`config.mk`:
```
export PLATFORM = sky130hd
export DESIGN_NAME = imm_encoder
export DESIGN_NICKNAME = d
export VERILOG_FILES = /design/src/rtl/imm_encoder_pkg.sv /design/src/rtl/imm_encoder_rot_check.sv /design/src/rtl/imm_encoder.sv
export SDC_FILE = /design/constraint.sdc
export NUM_CORES = 1
export LEC_CHECK = 0
export CORE_MARGIN = 3
export CORE_UTILIZATION = 50
export DETAILED_ROUTE_END_ITERATION = 10
export PLACE_DENSITY_LB_ADDON = 0.3
export SLEW_MARGIN = 20
export SYNTH_ARGS = -nofsm -noshare
export SYNTH_HDL_FRONTEND = slang
export SYNTH_HIERARCHICAL = 1
export SYNTH_SLANG_ARGS = --single-unit
```
`constraint.sdc`:
```
create_clock -name clk -period 2.9 [get_ports clk]
set_clock_uncertainty 0.1 [all_clocks]
set_input_delay 0.435 -clock clk [delete_from_list [all_inputs] [get_ports clk]]
set_output_delay 0.435 -clock clk [all_outputs]
set_load 0.1 [all_outputs]
```
`src/rtl/imm_encoder_pkg.sv`:
```
// Shared definitions for the immediate encoder and the immediate extension unit.
package imm_encoder_pkg;

  // Encoding modes, same codes as the immediate extension unit
  localparam logic [1:0] IMM_ZE24 = 2'b00;
  localparam logic [1:0] IMM_SE24 = 2'b01;
  localparam logic [1:0] IMM_SE12 = 2'b10;
  localparam logic [1:0] IMM_ROT  = 2'b11;

  localparam int IMM_FIELD_W = 24;

  typedef enum logic [1:0] {
    ST_IDLE   = 2'd0,
    ST_CHECK  = 2'd1,
    ST_SEARCH = 2'd2,
    ST_DONE   = 2'd3
  } enc_state_e;

  // Representability test for the single-cycle modes (rotated mode handled elsewhere)
  function automatic logic imm_fix_fits(input logic [1:0] mode, input logic [31:0] v);
    logic f;
    f = 1'b0;
    case (mode)
      IMM_ZE24: f = ~(|v[31:24]);
      IMM_SE24: f = (&v[31:23]) | ~(|v[31:23]);
      IMM_SE12: f = (&v[31:11]) | ~(|v[31:11]);
      default:  f = 1'b0;
    endcase
    return f;
  endfunction

  // Packed field for the single-cycle modes, before masking by fits
  function automatic logic [IMM_FIELD_W-1:0] imm_fix_field(input logic [1:0] mode,
                                                           input logic [31:0] v);
    logic [IMM_FIELD_W-1:0] f;
    f = '0;
    case (mode)
      IMM_ZE24, IMM_SE24: f = v[23:0];
      IMM_SE12:           f = {12'b0, v[11:0]};
      default:            f = '0;
    endcase
    return f;
  endfunction

endpackage

```
`src/rtl/imm_encoder_rot_check.sv`:
```
// Combinational test of one rotated-immediate candidate: rotl(v, 2r) must fit in 8 bits.
module imm_rot_check (
  input  logic [31:0] v,
  input  logic [3:0]  r,
  output logic        match,
  output logic [7:0]  imm8
);

  logic [63:0] dbl;
  logic [31:0] rot;

  // Upper half of {v,v} shifted left by 2r is rotl(v, 2r), valid for a zero shift too
  always_comb begin
    dbl   = {v, v} << {r, 1'b0};
    rot   = dbl[63:32];
    match = ~(|rot[31:8]);
    imm8  = rot[7:0];
  end

endmodule

```
`src/rtl/imm_encoder.sv`:
```
// Immediate encoder: checks whether a 32-bit value fits an instruction immediate field
// and packs it. Rotated mode searches one rotation amount per cycle.
module imm_encoder
  import imm_encoder_pkg::*;
#(
  parameter int ROT_STEPS = 16
) (
  input  logic                   clk,
  input  logic                   reset,
  input  logic                   start,
  input  logic [31:0]            data_i,
  input  logic [1:0]             mode_i,
  output logic                   ready,
  output logic                   done,
  output logic                   fits,
  output logic [IMM_FIELD_W-1:0] imm_o
);

  // Rotation field in the packed immediate is 4 bits wide
  localparam logic [3:0] R_LAST = 4'(ROT_STEPS - 1);

  enc_state_e             state_q, state_d;
  logic [31:0]            data_q, data_d;
  logic [1:0]             mode_q, mode_d;
  logic [3:0]             r_q, r_d;
  logic                   fits_q, fits_d;
  logic [IMM_FIELD_W-1:0] imm_q, imm_d;

  logic                   rot_match;
  logic [7:0]             rot_imm8;
  logic                   fix_fits;
  logic [IMM_FIELD_W-1:0] fix_field;

  imm_rot_check u_rot (
    .v     (data_q),
    .r     (r_q),
    .match (rot_match),
    .imm8  (rot_imm8)
  );

  // Single-cycle mode evaluation on the latched operand
  always_comb begin
    fix_fits  = imm_fix_fits(mode_q, data_q);
    fix_field = imm_fix_field(mode_q, data_q);
  end

  // Next-state and result loading
  always_comb begin
    state_d = state_q;
    data_d  = data_q;
    mode_d  = mode_q;
    r_d     = r_q;
    fits_d  = fits_q;
    imm_d   = imm_q;
    case (state_q)
      ST_IDLE: begin
        if (start) begin
          data_d  = data_i;
          mode_d  = mode_i;
          r_d     = 4'd0;
          state_d = (mode_i == IMM_ROT) ? ST_SEARCH : ST_CHECK;
        end
      end
      ST_CHECK: begin
        fits_d  = fix_fits;
        imm_d   = fix_fits ? fix_field : '0;
        state_d = ST_DONE;
      end
      ST_SEARCH: begin
        if (rot_match) begin
          // first hit is the smallest r, so the encoding is unique
          fits_d  = 1'b1;
          imm_d   = {12'b0, r_q, rot_imm8};
          state_d = ST_DONE;
        end else if (r_q == R_LAST) begin
          fits_d  = 1'b0;
          imm_d   = '0;
          state_d = ST_DONE;
        end else begin
          r_d = r_q + 4'd1;
        end
      end
      ST_DONE: state_d = ST_IDLE;
      default: state_d = ST_IDLE;
    endcase
  end

  // State and datapath registers
  always_ff @(posedge clk or posedge reset) begin
    if (reset) begin
      state_q <= ST_IDLE;
      data_q  <= '0;
      mode_q  <= IMM_ZE24;
      r_q     <= 4'd0;
      fits_q  <= 1'b0;
      imm_q   <= '0;
    end else begin
      state_q <= state_d;
      data_q  <= data_d;
      mode_q  <= mode_d;
      r_q     <= r_d;
      fits_q  <= fits_d;
      imm_q   <= imm_d;
    end
  end

  assign ready = (state_q == ST_IDLE);
  assign done  = (state_q == ST_DONE);
  assign fits  = fits_q;
  assign imm_o = imm_q;

endmodule

```
==> results of run 1 <==
-- metrics by stage --
stage / hold slack, ns / instance area, sq um / util (%) / TNS [ns] / setup slack, ns
floorplan: 0.385 / 4440 / - / -2.03 / -0.110
global placement: 0.392 / 5500 / 65.9 / -1.51 / -0.217
detailed placement: 0.394 / 5500 / 65.9 / -3.39 / -0.272
CTS: 0.413 / 5720 / 68.6 / -2.80 / -0.127
global route: 0.424 / 5770 / 69.2 / -5.86 / -0.259
finish: 0.388 / 5770 / 69.2 / -1.98 / -0.118
-- worst max-delay path: stages, from the launching register on --
cell and delay, ns:
dfrtp_1 0.40, buf_12 0.15, mux2_4 0.30, mux4_2 0.52
o21bai_1 0.19, o32a_1 0.32, nor4_4 0.18, nor2b_2 0.08
buf_4 0.16, a21oi_2 0.13, buf_4 0.15, o21ai_1 0.09
o221ai_4 0.13
-- synth_stat cells (3+ instances only) --
cell type | instances | area share, %
mux2i_1 | 17 | 3.9
and4_1 | 12 | 2.4
ha_1 | 4 | 1.1
a22o_2 | 9 | 2.1
o211ai_1 | 3 | 0.52
clkbuf_1 | 15 | 1.3
nor2_1 | 20 | 1.7
o211ai_2 | 10 | 2.9
a21oi_1 | 28 | 3.2
o21ai_0 | 23 | 2.6
mux2_2 | 37 | 9.5
or4_1 | 3 | 0.52
buf_6 | 3 | 0.77
nor4_1 | 6 | 0.86
nand4_1 | 5 | 0.72
a22oi_1 | 3 | 0.52
nor2b_1 | 6 | 0.86
dfrtp_1 | 65 | 37
mux4_2 | 16 | 8.3
o21ai_1 | 5 | 0.57
buf_2 | 7 | 0.80
a22o_1 | 3 | 0.60
inv_1 | 17 | 1.5
nand3_1 | 7 | 0.80
nand2_1 | 14 | 1.2
a211oi_1 | 6 | 1.0
nor3_1 | 12 | 1.4
-- report_power, final --
part	switching [uW]	internal, uW	leakage (uW)
Combinational	2130	1860	0.00157
Clock	407	315	0.0000822
Sequential	475	1200	0.000827
-- cells by family after synthesis --
kind of cell	Yosys count	synth area share [%]
and+or+nand+nor	111	16.4
AOI/OAI and AO/OA	108	17.5
muxes	74	22.9
DFF	65	37.2
buffers and inverters	45	4.70
adders and majority gates	4	1.15
xor gates and xnor gates	1	0.201
-- placed cells by master (no fill, tap or decap), drive strengths merged, types with 7 or more instances in the layout --
cell           netlist  layout
buf                 12      95
dfrtp               65      65
mux2                41      41
clkdlybuf4s50        0      36
o21ai               28      28
a21oi               28      28
nor2                20      20
inv                 17      19
mux2i               17      17
mux4                16      16
nand2               14      14
o211ai              13      13
nor3                12      12
and4                12      12
a22o                12      12
clkbuf              16       9
nor4                 9       9
nand3                7       7
-- state kept, by name (all words and copies together) (netlist names) --
signal	count
fits	1
r_q	4
data_q	32
state_q	2
imm_o	24
mode_q	2
-- final cells by class --
class | count | area (sq um)
well taps | 105 | 131
inverters | 17 | 63.8
flip-flops and latches | 65 | 1630
repair buffers | 131 | 1130
clock inverters | 7 | 53.8
multi-input cells | 298 | 2640
clock buffers | 9 | 124
fillers | 653 | 2570
-- repair_timing --
| action | in CTS | in global routing |
|---|---|---|
| endpoints found under the hold margin | 0 | 0 |
| pin swaps | 1 | 0 |
| gates cloned | 0 | 0 |
| endpoints found under the setup margin | 31 | 31 |
| gates resized for setup | 11 | 8 |
| setup buffers | 2 | 1 |
| hold buffers | 0 | 0 |
-- worst paths after layout --
path | from | to | depth (start not counted) | slack, ns
max | r_q[2]$_DFFE_PP0P_ | r_q[2]$_DFFE_PP0P_ | 12 | -0.12
min | reset | data_q[21]$_DFFE_PP0P_ | 2 | 0.39
max reg2reg | r_q[2]$_DFFE_PP0P_ | r_q[2]$_DFFE_PP0P_ | 12 | -0.12
min reg2reg | imm_o[20]$_DFFE_PP0P_ | imm_o[20]$_DFFE_PP0P_ | 1 | 0.42
max in group asynchronous | reset | r_q[3]$_DFFE_PP0P_ | 3 | 1.66
min in group clk | imm_o[20]$_DFFE_PP0P_ | imm_o[20]$_DFFE_PP0P_ | 1 | 0.42
-- metal layers --
layer  part of all wire [%]  up-vias  global-route usage (%)
met4                    1.7        0                    9.35
met1                     44     2008                    39.3
met5                      0        -                       0
li1                       -     1802                       -
met2                     48      184                    45.7
met3                    6.8       18                    4.98
==> run summary, run 1 <==
Startpoint Class - register
final WL - 13.5 mm
Power Density - 1110 nW/um^2
Starting Density - 52.4%
CTS max path bufs - 2
Worst-Margin Slew - 0.682 ns
CP required - 3.04 ns
Final HPWL DP - 10.1 mm
post-synth net total - 449
maximum vdd ir drop - 0.643 mV
area delta synth->final - 32.2%
Synth async-reset ratio - 100%
Final Non-Filler Cells - 632
mean post-synth cell area - 10.7 sq um
clock root buffer - clkbuf_8
Final Power - 6380 uW
Setup crit end kind - register
pin count of the biggest net entering global routing - 36
period utilization - 104%
Max Slew Vio Count - 0
MaxCap Viol Count - 0
Yosys warning count - 6
Mapped Area - 4370 sq um
Antenna Nets Post-Route - 0
initial antenna violation count - 0
Die H - 99.5 um
status - finished with violations
# diodes - 0
Max Clk Rate - 0.331 GHz
num ports - 64
Core Rows - 33
share of layout cells above drive strength 1 - 41.0%
Core Box Area - 8340 sq um
Final nets - 563
Die X - 99.5 um
unrepaired setup endpoints after global routing - yes
Pleak - 0.00247 uW
wire length of the first global-routing pass - 21.8 mm
GRT overflow - 0
vias in the first global route - 4006
CP max FO - 9
Worst Setup Slack, final - -0.118 ns
routability cong. - 0.960
H-tree depth - 3
vias after detailed routing - 4012
post-route minimum period - 3.02 ns
setup violators final - 28
predominant post-synthesis flop cell - dfrtp_1
CTS tree - built
Worst-path clk slew - 0.08 ns
total CTS buffers - 9
DRC - 0
Crit path arrival time - 3.16 ns
final hold violation count - 0
GRT Util Overall - 28.5%
post-synthesis register bit count - 65
dpl cells - 613
slew margin rel. - 54.5%
Hold WC Path Type - in -> async
DR vias/cell - 6.35
crit path kind - reg -> reg
number of flops mapped to enable cells by yosys - 0
Seq/Total Area, Yosys - 37.2%
DIE AREA - 9890 sq um
count of cell types in the netlist - 64
Sink Count - 65
WL per Instance - 21.4 um
failing checks - negative setup slack
IO Port Bufs - 63
clock latency on the worst-skew pair - 0.36 ns
Starting DRT DRC Count - 339
cells after synthesis - 408
drt pass-1 iters - 5
No activity file was read; power rests on OpenSTA's default activity.
==> inputs of run 2 (changes only) <==
--- a/config.mk
+++ b/config.mk
@@ -6,7 +6,7 @@
 export NUM_CORES = 1
 export LEC_CHECK = 0
 export CORE_MARGIN = 3
-export CORE_UTILIZATION = 50
+export CORE_UTILIZATION = 59
 export DETAILED_ROUTE_END_ITERATION = 10
 export PLACE_DENSITY_LB_ADDON = 0.3
 export SLEW_MARGIN = 20
==> constraint.sdc (replaced) <==
create_clock -name clk -period 3.75 [get_ports clk]
set_clock_uncertainty 0.1 [all_clocks]
set_input_delay 0.5625 -clock clk [delete_from_list [all_inputs] [get_ports clk]]
set_output_delay 0.5625 -clock clk [all_outputs]
set_load 0.1 [all_outputs]
==> run summary, run 2 (same netlist as run 1, synthesis figures left out) <==
status - finished, final reports clean (was finished with violations)
Pleak - 0.00213 uW (was 0.00247 uW)
Gate power share - 53.9% (was 62.5%)
CTS resizes - 0 (was 11)
Multi-input gate area - 2540 sq um (was 2640 sq um)
drt pass-1 iters - 5 (unchanged)
Core Box Area - 6980 sq um (was 8340 sq um)
CP required - 3.87 ns (was 3.04 ns)
vias after detailed routing - 3948 (was 4012)
Clk pwr share - 11.7% (was 11.3%)
Worst-Margin Slew - 0.990 ns (was 0.682 ns)
crit-path leading delay family - compound AO/OA/AOI/OAI gates (unchanged)
Sink Count - 65 (unchanged)
Final Util - 75.7% (was 69.2%)
Die X - 92.0 um (was 99.5 um)
CTS tree - built (unchanged)
period utilization - 93.0% (was 104%)
CTS hold repair buffers - 0 (unchanged)
Reg area - 1630 sq um (about the same)
highest-count cells in the layout ignoring fill and taps - dfrtp_1, clkdlybuf4s50_1, mux2_2, a21oi_1, o21ai_0 (was buf_4, dfrtp_1, mux2_2, clkdlybuf4s50_1, nor2_1)
Max Clk Rate - 0.287 GHz (was 0.331 GHz)
pin count of the biggest net entering global routing - 41 (was 36)
max reg flops - 32 (unchanged)
Internal Power - 2190 uW (was 3370 uW)
clock root buffer - clkbuf_8 (unchanged)
dpl ws - 0.128 ns (was -0.272 ns)
slew margin rel. - 33.8% (was 54.5%)
Final HPWL DP - 9.00 mm (was 10.1 mm)
MaxCap Viol Count - 0 (unchanged)
Max Slew Vio Count - 0 (unchanged)
Worst Setup Slack, final - 0.262 ns (was -0.118 ns)
vias in the first global route - 3921 (was 4006)
total CTS buffers - 9 (unchanged)
WL per Instance - 22.3 um (was 21.4 um)
final WL - 12.8 mm (was 13.5 mm)
clock latency on the worst-skew pair - 0.35 ns (was 0.36 ns)
NetSw - 2160 uW (was 3010 uW)
largest reg by FF count - data_q (unchanged)
# diodes - 0 (unchanged)
Antenna Nets Post-Route - 0 (unchanged)
area delta synth->final - 21.0% (was 32.2%)
Bufs and invs on worst path - 2 (was 3)
Power Density - 822 nW/um^2 (was 1110 nW/um^2)
CP max FO - 25 (was 9)
crit path kind - reg -> reg (unchanged)
Starting DRT DRC Count - 352 (was 339)
DIE AREA - 8470 sq um (was 9890 sq um)
switching part of the total - 49.6% (was 47.2%)
Core Rows - 30 (was 33)
share of layout cells above drive strength 1 - 26.0% (was 41.0%)
Setup crit end kind - register (unchanged)
commonest non-fill, non-tap cell in the layout - dfrtp_1 (was buf_4)
Starting Density - 62.5% (was 52.4%)
GRT Util Overall - 31.7% (was 28.5%)
post-CTS setup buffer count - 0 (was 2)
CTS max path bufs - 2 (unchanged)
GRT overflow - 0 (unchanged)
routability cong. - 0.949 (was 0.960)
Final Non-Filler Cells - 573 (was 632)
IO Port Bufs - 63 (unchanged)
Sequential Power Share - 34.4% (was 26.2%)
setup violators final - 0 (was 28)
Worst-path clk slew - 0.07 ns (was 0.08 ns)
Crit path arrival time - 3.61 ns (was 3.16 ns)
H-tree depth - 3 (unchanged)
Hold WC Path Type - reg -> reg (was in -> async)
Final nets - 514 (was 563)
final hold violation count - 0 (unchanged)
Die H - 92.0 um (was 99.5 um)
num ports - 64 (unchanged)
dpl cells - 558 (was 613)
post-route minimum period - 3.49 ns (was 3.02 ns)
Startpoint Class - register (unchanged)
critical-path cell list - buf_4 -> buf_4 -> mux4_2 -> o21ai_0 -> o2111ai_1 -> o31a_1 -> nor4_2 -> nor2b_1 -> a21o_2 -> a21oi_1 -> o211ai_2 (was buf_12 -> mux2_4 -> mux4_2 -> o21bai_1 -> o32a_1 -> nor4_4 -> nor2b_2 -> buf_4 -> a21oi_2 -> buf_4 -> o21ai_1 -> o221ai_4)
fillers - 528 (was 653)
hold slack - 0.407 ns (was 0.388 ns)
DR vias/cell - 6.89 (was 6.35)
unrepaired setup endpoints after global routing - no (was yes)
DRC - 0 (unchanged)
maximum vdd ir drop - 0.738 mV (was 0.643 mV)
initial antenna violation count - 0 (unchanged)
max incr delay on CP - 0.54 ns (was 0.52 ns)
slowest CP cell - mux4_2 (unchanged)
wire length of the first global-routing pass - 20.7 mm (was 21.8 mm)
most frequent CP cell - buf_4 (unchanged)
total negative setup slack - 0 ns (was -1.98 ns)
## run 2: cell count changes in the layout (fill, tap and decap cells not counted), sizes merged
cell / delta
clkinvlp: -2
buf: -75
clkinv: +3
clkdlybuf4s50: +26
inv: -2
## run 2: through the flow
| stage | cell area [sq um] | total power, uW |
|---|---|---|
| after detailed placement | 5120 | 3730 |
| after CTS | 5280 | 4260 |
| after floorplan | 4370 | 3020 |
| after global placement | 5120 | 3680 |
| final | 5290 | 4350 |
| after global routing | 5290 | 4580 |
## run 2: power groups by stage
stage,Clock (uW),Sequential [uW],Combinational [uW]
after floorplan,0,1290,1720
after global placement,0,1460,2210
after detailed placement,0,1470,2260
after CTS,514,1460,2290
after global routing,554,1510,2520
final,509,1490,2340
## run 2: worst paths after layout
| path | from | to | slack (ns) | cells after the start |
|---|---|---|---|---|
| worst min register to register | imm_o[22]$_DFFE_PP0P_ | imm_o[22]$_DFFE_PP0P_ | 0.41 | 1 |
| worst max register to register | r_q[2]$_DFFE_PP0P_ | imm_o[4]$_DFFE_PP0P_ | 0.26 | 11 |
| worst max-delay path | r_q[2]$_DFFE_PP0P_ | imm_o[4]$_DFFE_PP0P_ | 0.26 | 11 |
| min in group asynchronous | reset | data_q[23]$_DFFE_PP0P_ | 0.45 | 2 |
| max in group asynchronous | reset | r_q[1]$_DFFE_PP0P_ | 2.39 | 3 |
| worst min-delay path | imm_o[22]$_DFFE_PP0P_ | imm_o[22]$_DFFE_PP0P_ | 0.41 | 1 |
## run 2: layer usage
layer / wire length, um / track usage (%)
met5: 0 / 0
met4: 388 / 13.1
met3: 1150 / 7.05
met2: 6040 / 48.9
met1: 5200 / 43.4
## run 2: final cells by class
| type | count | share of cell area (%) |
|---|---|---|
| clock buffer | 9 | 2.34 |
| clock inverter | 6 | 0.687 |
| inverter | 17 | 1.21 |
| multi-input combinational | 298 | 48.1 |
| sequential | 65 | 30.8 |
| tap | 96 | 2.27 |
| timing repair buffer | 82 | 14.6 |
==> inputs of run 3 (changes only) <==
--- a/config.mk
+++ b/config.mk
@@ -8,7 +8,7 @@
 export CORE_MARGIN = 3
 export CORE_UTILIZATION = 59
 export DETAILED_ROUTE_END_ITERATION = 10
-export PLACE_DENSITY_LB_ADDON = 0.3
+export PLACE_DENSITY = 0.84
 export SLEW_MARGIN = 20
 export SYNTH_ARGS = -nofsm -noshare
 export SYNTH_HDL_FRONTEND = slang
==> run summary, run 3 (same netlist as run 1, synthesis figures left out) <==
hold endpoint - imm_o[7]$_DFFE_PP0P_ (was imm_o[22]$_DFFE_PP0P_)
reg-to-reg critical path endpoint - r_q[2]$_DFFE_PP0P_ (was imm_o[4]$_DFFE_PP0P_)
Hold WC Path Type - reg -> reg (unchanged)
crit path kind - reg -> reg (unchanged)
pin count of the biggest net entering global routing - 45 (was 41)
clock root buffer - clkbuf_8 (unchanged)
Die H - 92.0 um (unchanged)
GRT Util Overall - 31.0% (was 31.7%)
Reg2Reg Depth - 11 (unchanged)
area delta synth->final - 21.5% (was 21.0%)
routability cong. - 0.999 (was 0.949)
Max Clk Rate - 0.285 GHz (was 0.287 GHz)
Multi-input gate area - 2540 sq um (about the same)
drt pass-1 iters - 5 (unchanged)
Pleak - 0.00213 uW (about the same)
Worst-path clk slew - 0.08 ns (was 0.07 ns)
fillers - 512 (was 528)
min-delay src - imm_o[7]$_DFFE_PP0P_ (was imm_o[22]$_DFFE_PP0P_)
share of layout cells above drive strength 1 - 25.8% (was 26.0%)
dpl ws - 0.188 ns (was 0.128 ns)
Max Slew Vio Count - 0 (unchanged)
CP max FO - 14 (was 25)
CTS tree - built (unchanged)
MaxCap Viol Count - 0 (unchanged)
Worst Setup Slack, final - 0.242 ns (was 0.262 ns)
IO Port Bufs - 63 (unchanged)
Core Rows - 30 (unchanged)
Die X - 92.0 um (unchanged)
Core Box Area - 6980 sq um (unchanged)
GRT overflow - 0 (unchanged)
Startpoint Class - register (unchanged)
num ports - 64 (unchanged)
DR vias/cell - 6.83 (was 6.89)
Antenna Nets Post-Route - 0 (unchanged)
final hold violation count - 0 (unchanged)
final WL - 12.5 mm (was 12.8 mm)
hold slack - 0.412 ns (was 0.407 ns)
highest-count cells in the layout ignoring fill and taps - dfrtp_1, clkdlybuf4s50_1, mux2_2, a21oi_1, o21ai_0 (unchanged)
Starting Density - 62.5% (unchanged)
commonest non-fill, non-tap cell in the layout - dfrtp_1 (unchanged)
clock latency on the worst-skew pair - 0.35 ns (about the same)
total negative setup slack - 0 ns (unchanged)
post-CTS setup buffer count - 0 (unchanged)
H-tree depth - 3 (unchanged)
# diodes - 0 (unchanged)
DIE AREA - 8470 sq um (unchanged)
period utilization - 93.6% (was 93.0%)
Final HPWL DP - 8.92 mm (was 9.00 mm)
Setup crit end kind - register (unchanged)
wire length of the first global-routing pass - 20.6 mm (was 20.7 mm)
Hold Crit Depth - 2 (was 1)
maximum vdd ir drop - 0.616 mV (was 0.738 mV)
largest reg by FF count - data_q (unchanged)
initial antenna violation count - 0 (unchanged)
CTS max path bufs - 2 (unchanged)
Final nets - 513 (was 514)
unrepaired setup endpoints after global routing - no (unchanged)
vias in the first global route - 3956 (was 3921)
DRC - 0 (unchanged)
total CTS buffers - 9 (unchanged)
CTS hold repair buffers - 0 (unchanged)
post-route minimum period - 3.51 ns (was 3.49 ns)
Reg area - 1630 sq um (about the same)
Crit path arrival time - 3.63 ns (was 3.61 ns)
max reg flops - 32 (unchanged)
WL per Instance - 21.9 um (was 22.3 um)
vias after detailed routing - 3911 (was 3948)
setup violators final - 0 (unchanged)
Worst-Margin Slew - 0.998 ns (was 0.990 ns)
CP required - 3.87 ns (about the same)
slew margin rel. - 33.3% (was 33.8%)
Sink Count - 65 (unchanged)
reg2reg setup slack - 0.24 ns (was 0.26 ns)
Starting DRT DRC Count - 541 (was 352)
worst reg2reg startpoint - r_q[2]$_DFFE_PP0P_ (unchanged)
Power Density - 825 nW/um^2 (was 822 nW/um^2)
CTS resizes - 0 (unchanged)
status - finished, final reports clean (unchanged)
[run 3: through the flow]
step / utilization (%) / cells / total power, uW / cell area (sq um)
global route: 76.0 / 573 / 4620 / 5310
floorplan: - / 408 / 3020 / 4370
detailed placement: 73.4 / 557 / 3730 / 5120
CTS: 76.0 / 573 / 4300 / 5300
global placement: 73.4 / 557 / 3660 / 5120
finish: 76.0 / 573 / 4380 / 5310
[run 3: worst max-delay path by stage]
| stage | from | to | slack, ns | depth (start not counted) |
|---|---|---|---|---|
| finish | r_q[2]$_DFFE_PP0P_ | r_q[2]$_DFFE_PP0P_ | 0.24 | 11 |
| global route | r_q[2]$_DFFE_PP0P_ | imm_o[2]$_DFFE_PP0P_ | 0.09 | 10 |
| CTS | r_q[1]$_DFFE_PP0P_ | imm_o[2]$_DFFE_PP0P_ | 0.17 | 10 |
| detailed placement | r_q[2]$_DFFE_PP0P_ | imm_o[2]$_DFFE_PP0P_ | 0.19 | 10 |
| global placement | r_q[2]$_DFFE_PP0P_ | imm_o[8]$_DFFE_PP0P_ | 0.25 | 10 |
| floorplan | r_q[2]$_DFFE_PP0P_ | imm_o[8]$_DFFE_PP0P_ | 0.57 | 11 |
[run 3: layer usage]
| metal | up-vias | track usage, % | routed length, um |
|---|---|---|---|
| li1 | 1707 | - | - |
| met1 | 1940 | 42.0 | 4990 |
| met2 | 221 | 48.4 | 6120 |
| met3 | 43 | 6.81 | 1070 |
| met4 | 0 | 13.0 | 361 |
| met5 | - | 0 | 0 |
[run 3: worst max-delay path, cell delays in order, from the launching register on]
cell and delay (ns):
dfrtp_1 0.62, buf_4 0.32, or3b_2 0.46, o311ai_0 0.13, nand4_1 0.14, o32a_1 0.38, nor4_2 0.34, nor2b_1 0.12
buf_4 0.17, a21oi_1 0.29, or2_2 0.19, o221ai_1 0.12
[run 3: cell type report]
cell class	count	area share, %
Timing Repair Buffer	81	14.6
Multi-Input combinational cell	298	47.8
Tap cell	96	2.26
Inverter	17	1.20
Clock inverter	7	1.08
Clock buffer	9	2.33
Sequential cell	65	30.7
[run 3: report_power, final]
part | total, uW | internal, uW | switching, uW | leakage, uW
Sequential | 1500 | 921 | 577 | 0.000827
Clock | 567 | 250 | 317 | 0.0000886
Combinational | 2310 | 1040 | 1270 | 0.00121
